**src/rtl/spi_slave_if.sv**
```systemverilog
// Bus bundle for the SPI responder: serial pins, tx handshake, rx output and status.
`timescale 1ns/1ps

interface spi_slave_if #(
  parameter int word_width = 8
);
  logic                  sck;
  logic                  ss_n;
  logic                  mosi;
  logic                  miso;
  logic                  miso_oe;
  logic [word_width-1:0] tx_data;
  logic                  tx_valid;
  logic                  tx_ready;
  logic [word_width-1:0] rx_data;
  logic                  rx_valid;
  logic                  underrun;
  logic                  busy;

  modport slave (
    input  sck, ss_n, mosi, tx_data, tx_valid,
    output miso, miso_oe, tx_ready, rx_data, rx_valid, underrun, busy
  );

  modport master (
    output sck, ss_n, mosi, tx_data, tx_valid,
    input  miso, miso_oe, tx_ready, rx_data, rx_valid, underrun, busy
  );
endinterface

```
**src/rtl/spi_slave.sv**
```systemverilog
// SPI responder: oversamples sck/ss_n/mosi on clk and shifts words bit-serially.
// Define SPI_SLAVE_LSB_FIRST_EN to run both directions LSB first (default MSB first).
`timescale 1ns/1ps

module spi_slave #(
  parameter int word_width = 8,
  parameter bit CPOL       = 1'b0,
  parameter bit CPHA       = 1'b0
) (
  input  logic         clk,
  input  logic         rst_n,
  spi_slave_if.slave   bus
);

  localparam int cnt_w = $clog2(word_width);
  localparam logic [cnt_w-1:0] last_bit = cnt_w'(word_width - 1);

  typedef enum logic {IDLE, SHIFT} state_t;

  state_t                state, next_state;
  logic [2:0]            sck_pipe, ss_pipe, mosi_pipe;
  logic [word_width-1:0] hold_reg, tx_shift, tx_next, rx_shift, rx_next, start_word;
  logic                  hold_full, pending, tx_bit;
  logic [cnt_w-1:0]      bit_cnt;
  logic                  lead, trail, sample_edge, shift_edge, ss_fall, ss_rise;
  logic                  word_start, word_done;

  // [0] and [1] form the synchroniser, [2] is the history bit for edge detection.
  always_ff @(posedge clk or negedge rst_n) begin
    if (!rst_n) begin
      sck_pipe  <= {3{CPOL}};
      ss_pipe   <= 3'b111;
      mosi_pipe <= 3'b000;
    end else begin
      // NOTE: sequential state uses <= so every flop samples pre-edge values; = here would collapse the pipeline.
      sck_pipe  <= {sck_pipe[1:0], bus.sck};
      ss_pipe   <= {ss_pipe[1:0], bus.ss_n};
      mosi_pipe <= {mosi_pipe[1:0], bus.mosi};
    end
  end

  assign lead        = (sck_pipe[2] == CPOL) && (sck_pipe[1] != CPOL);
  assign trail       = (sck_pipe[2] != CPOL) && (sck_pipe[1] == CPOL);
  assign sample_edge = CPHA ? trail : lead;
  assign shift_edge  = CPHA ? lead : trail;
  assign ss_fall     = ss_pipe[2] & ~ss_pipe[1];
  assign ss_rise     = ~ss_pipe[2] & ss_pipe[1];
  assign start_word  = hold_full ? hold_reg : '0;

  // mosi is taken from its history bit: the value held just before the detected sck edge.
`ifdef SPI_SLAVE_LSB_FIRST_EN
  assign rx_next = {mosi_pipe[2], rx_shift[word_width-1:1]};
  assign tx_bit  = tx_shift[0];
`else
  assign rx_next = {rx_shift[word_width-2:0], mosi_pipe[2]};
  assign tx_bit  = tx_shift[word_width-1];
`endif

  always_ff @(posedge clk or negedge rst_n) begin
    if (!rst_n) state <= IDLE;
    else        state <= next_state;
  end

  always_comb begin
    // NOTE: every output of this block gets a default first so no path leaves one unassigned (no latch).
    next_state = state;
    word_start = 1'b0;
    word_done  = 1'b0;
    case (state)
      IDLE: begin
        if (ss_fall) begin
          next_state = SHIFT;
          word_start = 1'b1;
        end
      end
      SHIFT: begin
        // A deselect coinciding with the last sample still delivers the word but starts no new one.
        if (sample_edge && bit_cnt == last_bit) begin
          word_done  = 1'b1;
          word_start = !ss_rise;
        end
        if (ss_rise) next_state = IDLE;
      end
      default: next_state = IDLE;
    endcase
  end

  always_ff @(posedge clk or negedge rst_n) begin
    if (!rst_n) begin
      hold_reg  <= '0;
      hold_full <= 1'b0;
      tx_shift  <= '0;
      tx_next   <= '0;
      pending   <= 1'b0;
      rx_shift  <= '0;
      bit_cnt   <= '0;
      bus.rx_data  <= '0;
      bus.rx_valid <= 1'b0;
      bus.underrun <= 1'b0;
    end else begin
      bus.rx_valid <= 1'b0;

      // A handshake landing on a word start fills the register only after that word took its value.
      if (bus.tx_valid && !hold_full) begin
        hold_reg  <= bus.tx_data;
        hold_full <= 1'b1;
      end else if (word_start) begin
        hold_full <= 1'b0;
      end
      if (word_start && !hold_full) bus.underrun <= 1'b1;

      if (state == IDLE) begin
        if (word_start) begin
          bit_cnt  <= '0;
          rx_shift <= '0;
          if (CPHA) begin
            tx_shift <= '0;
            tx_next  <= start_word;
            pending  <= 1'b1;
          end else begin
            tx_shift <= start_word;
            pending  <= 1'b0;
          end
        end
      end else begin
        if (shift_edge) begin
          if (pending) begin
            tx_shift <= tx_next;
            pending  <= 1'b0;
          end else begin
`ifdef SPI_SLAVE_LSB_FIRST_EN
            tx_shift <= {1'b0, tx_shift[word_width-1:1]};
`else
            tx_shift <= {tx_shift[word_width-2:0], 1'b0};
`endif
          end
        end
        if (sample_edge) begin
          rx_shift <= rx_next;
          bit_cnt  <= bit_cnt + 1'b1;
          if (word_done) begin
            bus.rx_data  <= rx_next;
            bus.rx_valid <= 1'b1;
            bit_cnt      <= '0;
          end
          // Back-to-back word: staged now, driven out on the next shift edge.
          if (word_start) begin
            tx_next <= start_word;
            pending <= 1'b1;
          end
        end
      end
    end
  end

  assign bus.miso     = (state == SHIFT) & tx_bit;
  assign bus.miso_oe  = (state == SHIFT);
  assign bus.busy     = (state == SHIFT);
  assign bus.tx_ready = ~hold_full;

endmodule

```
**src/flat_wrapper.sv**
```systemverilog
// flat-port wrapper written by rule: the top's interface ports become plain ports
module spi_slave_flat 
#(
  parameter int word_width = 8,
  parameter bit CPOL       = 1'b0,
  parameter bit CPHA       = 1'b0
)
  (clk, rst_n, bus_sck, bus_ss_n, bus_mosi, bus_tx_data, bus_tx_valid, bus_miso, bus_miso_oe, bus_tx_ready, bus_rx_data, bus_rx_valid, bus_underrun, bus_busy);
  spi_slave_if #(.word_width(word_width)) bus_i ();
  input  logic clk;
  input  logic rst_n;
  input wire logic [$bits(bus_i.sck)-1:0] bus_sck;
  input wire logic [$bits(bus_i.ss_n)-1:0] bus_ss_n;
  input wire logic [$bits(bus_i.mosi)-1:0] bus_mosi;
  input wire logic [$bits(bus_i.tx_data)-1:0] bus_tx_data;
  input wire logic [$bits(bus_i.tx_valid)-1:0] bus_tx_valid;
  output wire logic [$bits(bus_i.miso)-1:0] bus_miso;
  output wire logic [$bits(bus_i.miso_oe)-1:0] bus_miso_oe;
  output wire logic [$bits(bus_i.tx_ready)-1:0] bus_tx_ready;
  output wire logic [$bits(bus_i.rx_data)-1:0] bus_rx_data;
  output wire logic [$bits(bus_i.rx_valid)-1:0] bus_rx_valid;
  output wire logic [$bits(bus_i.underrun)-1:0] bus_underrun;
  output wire logic [$bits(bus_i.busy)-1:0] bus_busy;
  assign bus_i.sck = bus_sck;
  assign bus_i.ss_n = bus_ss_n;
  assign bus_i.mosi = bus_mosi;
  assign bus_i.tx_data = bus_tx_data;
  assign bus_i.tx_valid = bus_tx_valid;
  assign bus_miso = bus_i.miso;
  assign bus_miso_oe = bus_i.miso_oe;
  assign bus_tx_ready = bus_i.tx_ready;
  assign bus_rx_data = bus_i.rx_data;
  assign bus_rx_valid = bus_i.rx_valid;
  assign bus_underrun = bus_i.underrun;
  assign bus_busy = bus_i.busy;
  spi_slave #(.word_width(word_width), .CPOL(CPOL), .CPHA(CPHA)) u_core (.clk(clk), .rst_n(rst_n), .bus(bus_i));
endmodule
```
**config.mk**
```make
export PLATFORM = sky130hd
export DESIGN_NAME = spi_slave_flat
export DESIGN_NICKNAME = d
export VERILOG_FILES = /design/src/rtl/spi_slave_if.sv /design/src/rtl/spi_slave.sv /design/src/flat_wrapper.sv
export SDC_FILE = /design/constraint.sdc
export NUM_CORES = 1
export LEC_CHECK = 0
export ABC_AREA = 1
export CAP_MARGIN = 25
export CORE_UTILIZATION = 40
export CTS_BUF_LIST = sky130_fd_sc_hd__clkbuf_4
export DETAILED_ROUTE_END_ITERATION = 12
export GPL_ROUTABILITY_DRIVEN = 0
export SYNTH_ARGS = -nofsm -noshare
export SYNTH_HDL_FRONTEND = slang
export SYNTH_SLANG_ARGS = --single-unit
```
**constraint.sdc**
```tcl
create_clock -name clk -period 1.6 [get_ports clk]
set_input_delay 0.32 -clock clk [delete_from_list [all_inputs] [get_ports clk]]
set_output_delay 0.32 -clock clk [all_outputs]
set_load 0.05 [all_outputs]
```
==> results of run 1 <==
[final timing paths]
kind                            cells after the start  slack, ps                           endpoint
worst max-delay path                                2        100                       bus_tx_ready
worst min-delay path                                1        320        u_core.ss_pipe[0]$_DFF_PN1_
worst max register to register                      8        150    u_core.bus.underrun$_DFFE_PN0P_
worst min register to register                      0        370        u_core.ss_pipe[1]$_DFF_PN1_
max in group asynchronous                           3        690  u_core.bus.rx_data[2]$_DFFE_PN0P_
min in group asynchronous                           2        390      u_core.mosi_pipe[2]$_DFF_PN0_
[kinds of logic after synthesis]
| kind of cell | synth area share, % |
|---|---|
| buf+inv | 8.281 |
| fa+ha+maj | 1.048 |
| flops | 58.86 |
| compound gates | 6.918 |
| simple gates | 24.90 |
[where the power goes]
part	internal, mW	switching [mW]	leakage (nW)	total (mW)
Clock	0.186	0.461	0.0333	0.647
Combinational	0.436	0.649	0.699	1.09
Sequential	1.68	0.166	0.727	1.84
[stage by stage]
stage	instance area (µm²)	setup slack (ps)	hold WS, ps	utilization (%)	std cells
floorplan	2389	107.0	24.41	-	270
global placement	2754	193.1	293.7	48.81	366
detailed placement	2754	127.3	297.4	48.81	366
CTS	2844	66.52	298.3	50.41	377
global route	2849	3.068	294.8	50.50	377
finish	2849	102.1	320.5	50.50	377
[cell usage in the layout (no fill, tap or decap), drive strengths merged]
master           n
ha               2
clkinv           1
nand3           30
clkbuf           5
dfstp            3
dfrtp           53
dlygate4sd3      1
nand2          109
inv             35
nor2             2
clkinvlp         1
clkdlybuf4s50   12
buf             24
o21ai           27
[final cells by class]
cell class	count	area (µm²)	share of cell area, %
clock buffers	5	37.54	1.318
clock inverters	3	27.53	0.9662
inverters	34	127.6	4.480
multi-input cells	170	789.5	27.71
flip-flops and latches	56	1406	49.36
well taps	72	90.09	3.162
repair buffers	37	370.4	13.00
[metal layers]
layer / GRT usage (%) / share of wire, % / vias up
met5: 0 / 0 / -
met1: 19.23 / 50 / 735
met4: 7.091 / 1.2 / 0
li1: - / - / 904
met2: 23.88 / 45 / 31
met3: 3.448 / 3.5 / 4
[what timing repair did]
action,4_1_cts,5_1_grt
endpoints found under the hold margin,15,0
resized for setup,0,1
setup endpoints to repair,1,1
buffers inserted,2,0
pin swaps,0,0
hold buffers,1,0
==> reports/qor.yml, run 1 <==
ctsLongestPathBuffers: 2
grt_max_degree: 29
grt_pass1_wl_um: 7224
hold_path_class: "input port to flop"
r2r_start: "u_core.bit_cnt[0]$_DFFE_PN0P_"
yosysUniqueCellTypes: 19
portBuffers: 27
slew_viol_final: 0
yosysTopAreaCell: "dfrtp_1"
skew_ps: 19.05
finalPower_mw: 3.578
status: "finished clean"
syn_avg_cell_area_um2: 8.842
cp-start-kind: "flop"
boundaryPins: 28
critical_path_class: "flop to output port"
synth_edf_count: 0
initial_utilization_pct: 42.32
insertion_delay_ps: 380
numCtsBuffers: 5
n_antenna_cell: 0
wl_um: 3979
coreArea_um2: 5642
ir_drop_uv: 801.6
synth_seq_cells: 56
die_area_um2: 6281
vias: 1674
holdCritStartpoint: "bus_ss_n"
min_period_over_period_pct: 93.62
synth-seq-area-share_pct: 58.86
final_nets: 320
crit_path_top_delay_cell: "dfrtp_1"
tns_ps: 0
drtAntennaViolNets: 0
cap_violations: 0
rsz0062_at_grt: "false"
p_leak_nw: 1.459
yosysMostFrequentCell: "nand2_1"
worst_setup_path_end_kind: "output port"
drive_gt1_share_pct: 17.38
hpwl_um: 2903
synth_top_area_share_pct: 55.56
required_ps: 1280
vias_per_cell: 4.440
path_buf_inv: 2
drc: 0
cp_max_fo: 8
track_usage_pct: 14.98
worst_pin_slew_ps: 454.0
syn-cell-area_um2: 2387
synth_area_leaders: "dfrtp_1, nand2_1, nand3_1"
fillers: 540
power.density_nw_per_um2: 1256
setup_violations: 0
syn_to_final_growth_pct: 19.34
first_iter_violations: 73
period_needed_ps: 1498
grt_pass1_vias: 1601
crit_start: "u_core.hold_full$_DFFE_PN0P_"
async_reset_ff_share_pct: 100.0
overflow: 0
path_clk_slew_ps: 160
relSlewSlack_pct: 69.73
cts_tree: "built"
cts_max_level: 2
finalHoldViolations: 0
cp_top_family: "flip-flops"
synthCells: 270
wl_per_cell_um: 10.55
clock.fmax_mhz: 667.6
yosys_warnings: 0
drtPass1Iterations: 4
arrival_ps: 1180
worstPathCellList: "inv_1 > buf_12"
antenna_found_initial: 0
cts_root_buffer: "clkbuf_4"
fp-row-count: 27
die_y_um: 79.26
cts.sinks: 56
synth_common_cells: "nand2_1, dfrtp_1, inv_1"
synthFlopType: "dfrtp_1"
syn_nets: 286
die_w_um: 79.26
slowest_delay_ps: 410
(Power assumes the default switching activity.)
==> run 2: changes to the inputs <==
ABC_AREA = not set   (was 1)
GPL_ROUTABILITY_DRIVEN = not set   (was 0)
==> run 2 against run 1 <==
Synthesized cell count is 39% lower. Sequential share of layout area increased by 1.5 points. Setup slack got worse by 21 ps. Clock skew decreased by 1.9 ps. Highest routed layer unchanged. Critical path depth is 3 higher. Routed wire length is 8.7% higher.
==> reports/qor.yml, run 2 <==
status: "finished clean"
synth_seq_cells: 56
hold_path_class: "input port to flop"
n_antenna_cell: 0
async_reset_ff_share_pct: 100.0
drive_gt1_share_pct: 32.51
die_area_um2: 5970
syn_to_final_growth_pct: 22.09
syn_avg_cell_area_um2: 13.65
initial_utilization_pct: 41.40
synth_top_area_share_pct: 58.53
vias: 1421
coreArea_um2: 5473
grt_max_degree: 23
grt_pass1_vias: 1546
place_inst: 263
drtAntennaViolNets: 0
yosys_warnings: 0
finalWeightedCongestion: 0.8273
ir_drop_uv: 574.5
min_period_over_period_pct: 94.92
vias_per_cell: 5.167
period_needed_ps: 1519
final_cell_mix: "dfrtp_1, buf_4, mux2_2"
crit_path_top_delay_cell: "dfrtp_1"
worst_pin_slew_ps: 432.7
die_y_um: 77.27
final_common_cell: "dfrtp_1"
slew_viol_final: 0
instances_no_fill: 275
die_w_um: 77.27
boundaryPins: 28
grt_pass1_wl_um: 7376
cp_max_fo: 8
synth-seq-area-share_pct: 62.01
synth_edf_count: 0
path_clk_slew_ps: 150
finalHoldViolations: 0
portBuffers: 27
synth_common_cells: "dfrtp_1, mux2_2, nor2_1"
wl_per_cell_um: 15.73
cp-start-kind: "flop"
synthFlopType: "dfrtp_1"
cts_tree: "built"
yosysMostFrequentCell: "dfrtp_1"
overflow: 0
stdcell_area_um2: 2766
yosysUniqueCellTypes: 33
syn_nets: 182
fin_ws_ps: 81.36
relSlewSlack_pct: 71.15
fillers: 495
p_leak_nw: 1.316
numCtsBuffers: 5
power.density_nw_per_um2: 1232
hpwl_um: 2980
cts_max_level: 2
track_usage_pct: 16.03
arrival_ps: 1790
critical_path_class: "flop to flop"
setup_violations: 0
fp-row-count: 27
drtPass1Iterations: 4
antenna_found_initial: 0
worst_setup_path_end_kind: "flop"
placed_area_um2: 2655
pre_cts_slack_ps: 18.13
syn-cell-area_um2: 2266
slowest_delay_ps: 430
insertion_delay_ps: 360
required_ps: 1870
synthCells: 166
worstPathCellList: "ha_1 > ha_2 > nand4b_4 > buf_6 > mux2_2"
rsz0062_at_grt: "true"
drc: 0
cap_violations: 0
cts_root_buffer: "clkbuf_4"
ctsLongestPathBuffers: 2
synth_area_leaders: "dfrtp_1, mux2_2, dfstp_2"
first_iter_violations: 88
cts.sinks: 56
yosysTopAreaCell: "dfrtp_1"
final_nets: 218
whs_ps: 343.1
skew_ps: 17.18
clock.fmax_mhz: 658.5
wl_um: 4326
==> run 2: worst paths after layout <==
path,startpoint,endpoint,slack [ps],depth (start not counted)
worst max-delay path,u_core.bit_cnt[0]$_DFFE_PN0P_,u_core.bus.rx_data[2]$_DFFE_PN0P_,80,5
worst min-delay path,bus_ss_n,u_core.ss_pipe[0]$_DFF_PN1_,340,1
worst max register to register,u_core.bit_cnt[0]$_DFFE_PN0P_,u_core.bus.rx_data[2]$_DFFE_PN0P_,80,5
worst min register to register,u_core.ss_pipe[0]$_DFF_PN1_,u_core.ss_pipe[1]$_DFF_PN1_,370,0
max in group asynchronous,rst_n,u_core.hold_reg[5]$_DFFE_PN0P_,610,3
min in group asynchronous,rst_n,u_core.tx_shift[0]$_DFFE_PN0P_,390,2
==> run 2: power by group <==
part / switching, mW / internal, mW / total [mW]
combinational: 0.427 / 0.500 / 0.928
sequential: 0.198 / 1.67 / 1.87
clock: 0.414 / 0.194 / 0.608
==> run 2: cells by family (layout without fill, tap and decap cells) <==
logic type                 count (synthesis)  after routing  synth area share [%]
AOI/OAI and AO/OA                         38             38                 12.37
muxes                                     24             24                 11.71
DFF                                       56             56                 62.01
and+or+nand+nor                           32             32                 9.001
buffers and inverters                     14             51                 3.809
adders and majority gates                  2              2                 1.104
==> run 2: stage by stage <==
| step | util [%] | TNS, ps | total power, mW |
|---|---|---|---|
| 6_report | 50.55 | 0 | 3.409 |
| 5_1_grt | 50.55 | -9.885 | 3.604 |
| 4_1_cts | 50.05 | 0 | 3.413 |
| 3_5_place_dp | 48.51 | 0 | 2.783 |
| 3_3_place_gp | 48.51 | 0 | 2.748 |
| 2_1_floorplan | - | 0 | 2.429 |
==> run 2: critical path, delay by kind of cell, from the launching register on <==
kind	cells	cell delay, ps
adder cells (fa/ha/maj)	2	400
buffers and inverters	1	150
flip-flops	1	430
multiplexers	1	340
AND/OR/NAND/NOR	1	110
==> run 2: layout make-up <==
type / count / area, µm² / area share [%]
timing repair buffer: 40 / 409.1 / 14.79
clock inverter: 2 / 13.76 / 0.4975
tap: 72 / 90.09 / 3.256
multi-input combinational: 96 / 789.5 / 28.54
clock buffer: 6 / 45.04 / 1.628
inverter: 3 / 11.26 / 0.4071
sequential: 56 / 1408 / 50.88
==> run 2: layer usage <==
metal | GRT usage (%) | share of wire, % | vias up
met5 | 0 | 0 | -
met4 | 5.472 | 0.74 | 0
met3 | 4.167 | 3.2 | 5
met2 | 26.64 | 53 | 25
met1 | 20.17 | 43 | 735
li1 | - | - | 656
==> run 2: timing repair <==
item	in CTS	in global routing
buffers inserted	1	2
pin swaps	0	1
resized for setup	3	6
endpoints found under the hold margin	15	0
setup endpoints to repair	8	18
hold buffers	1	0
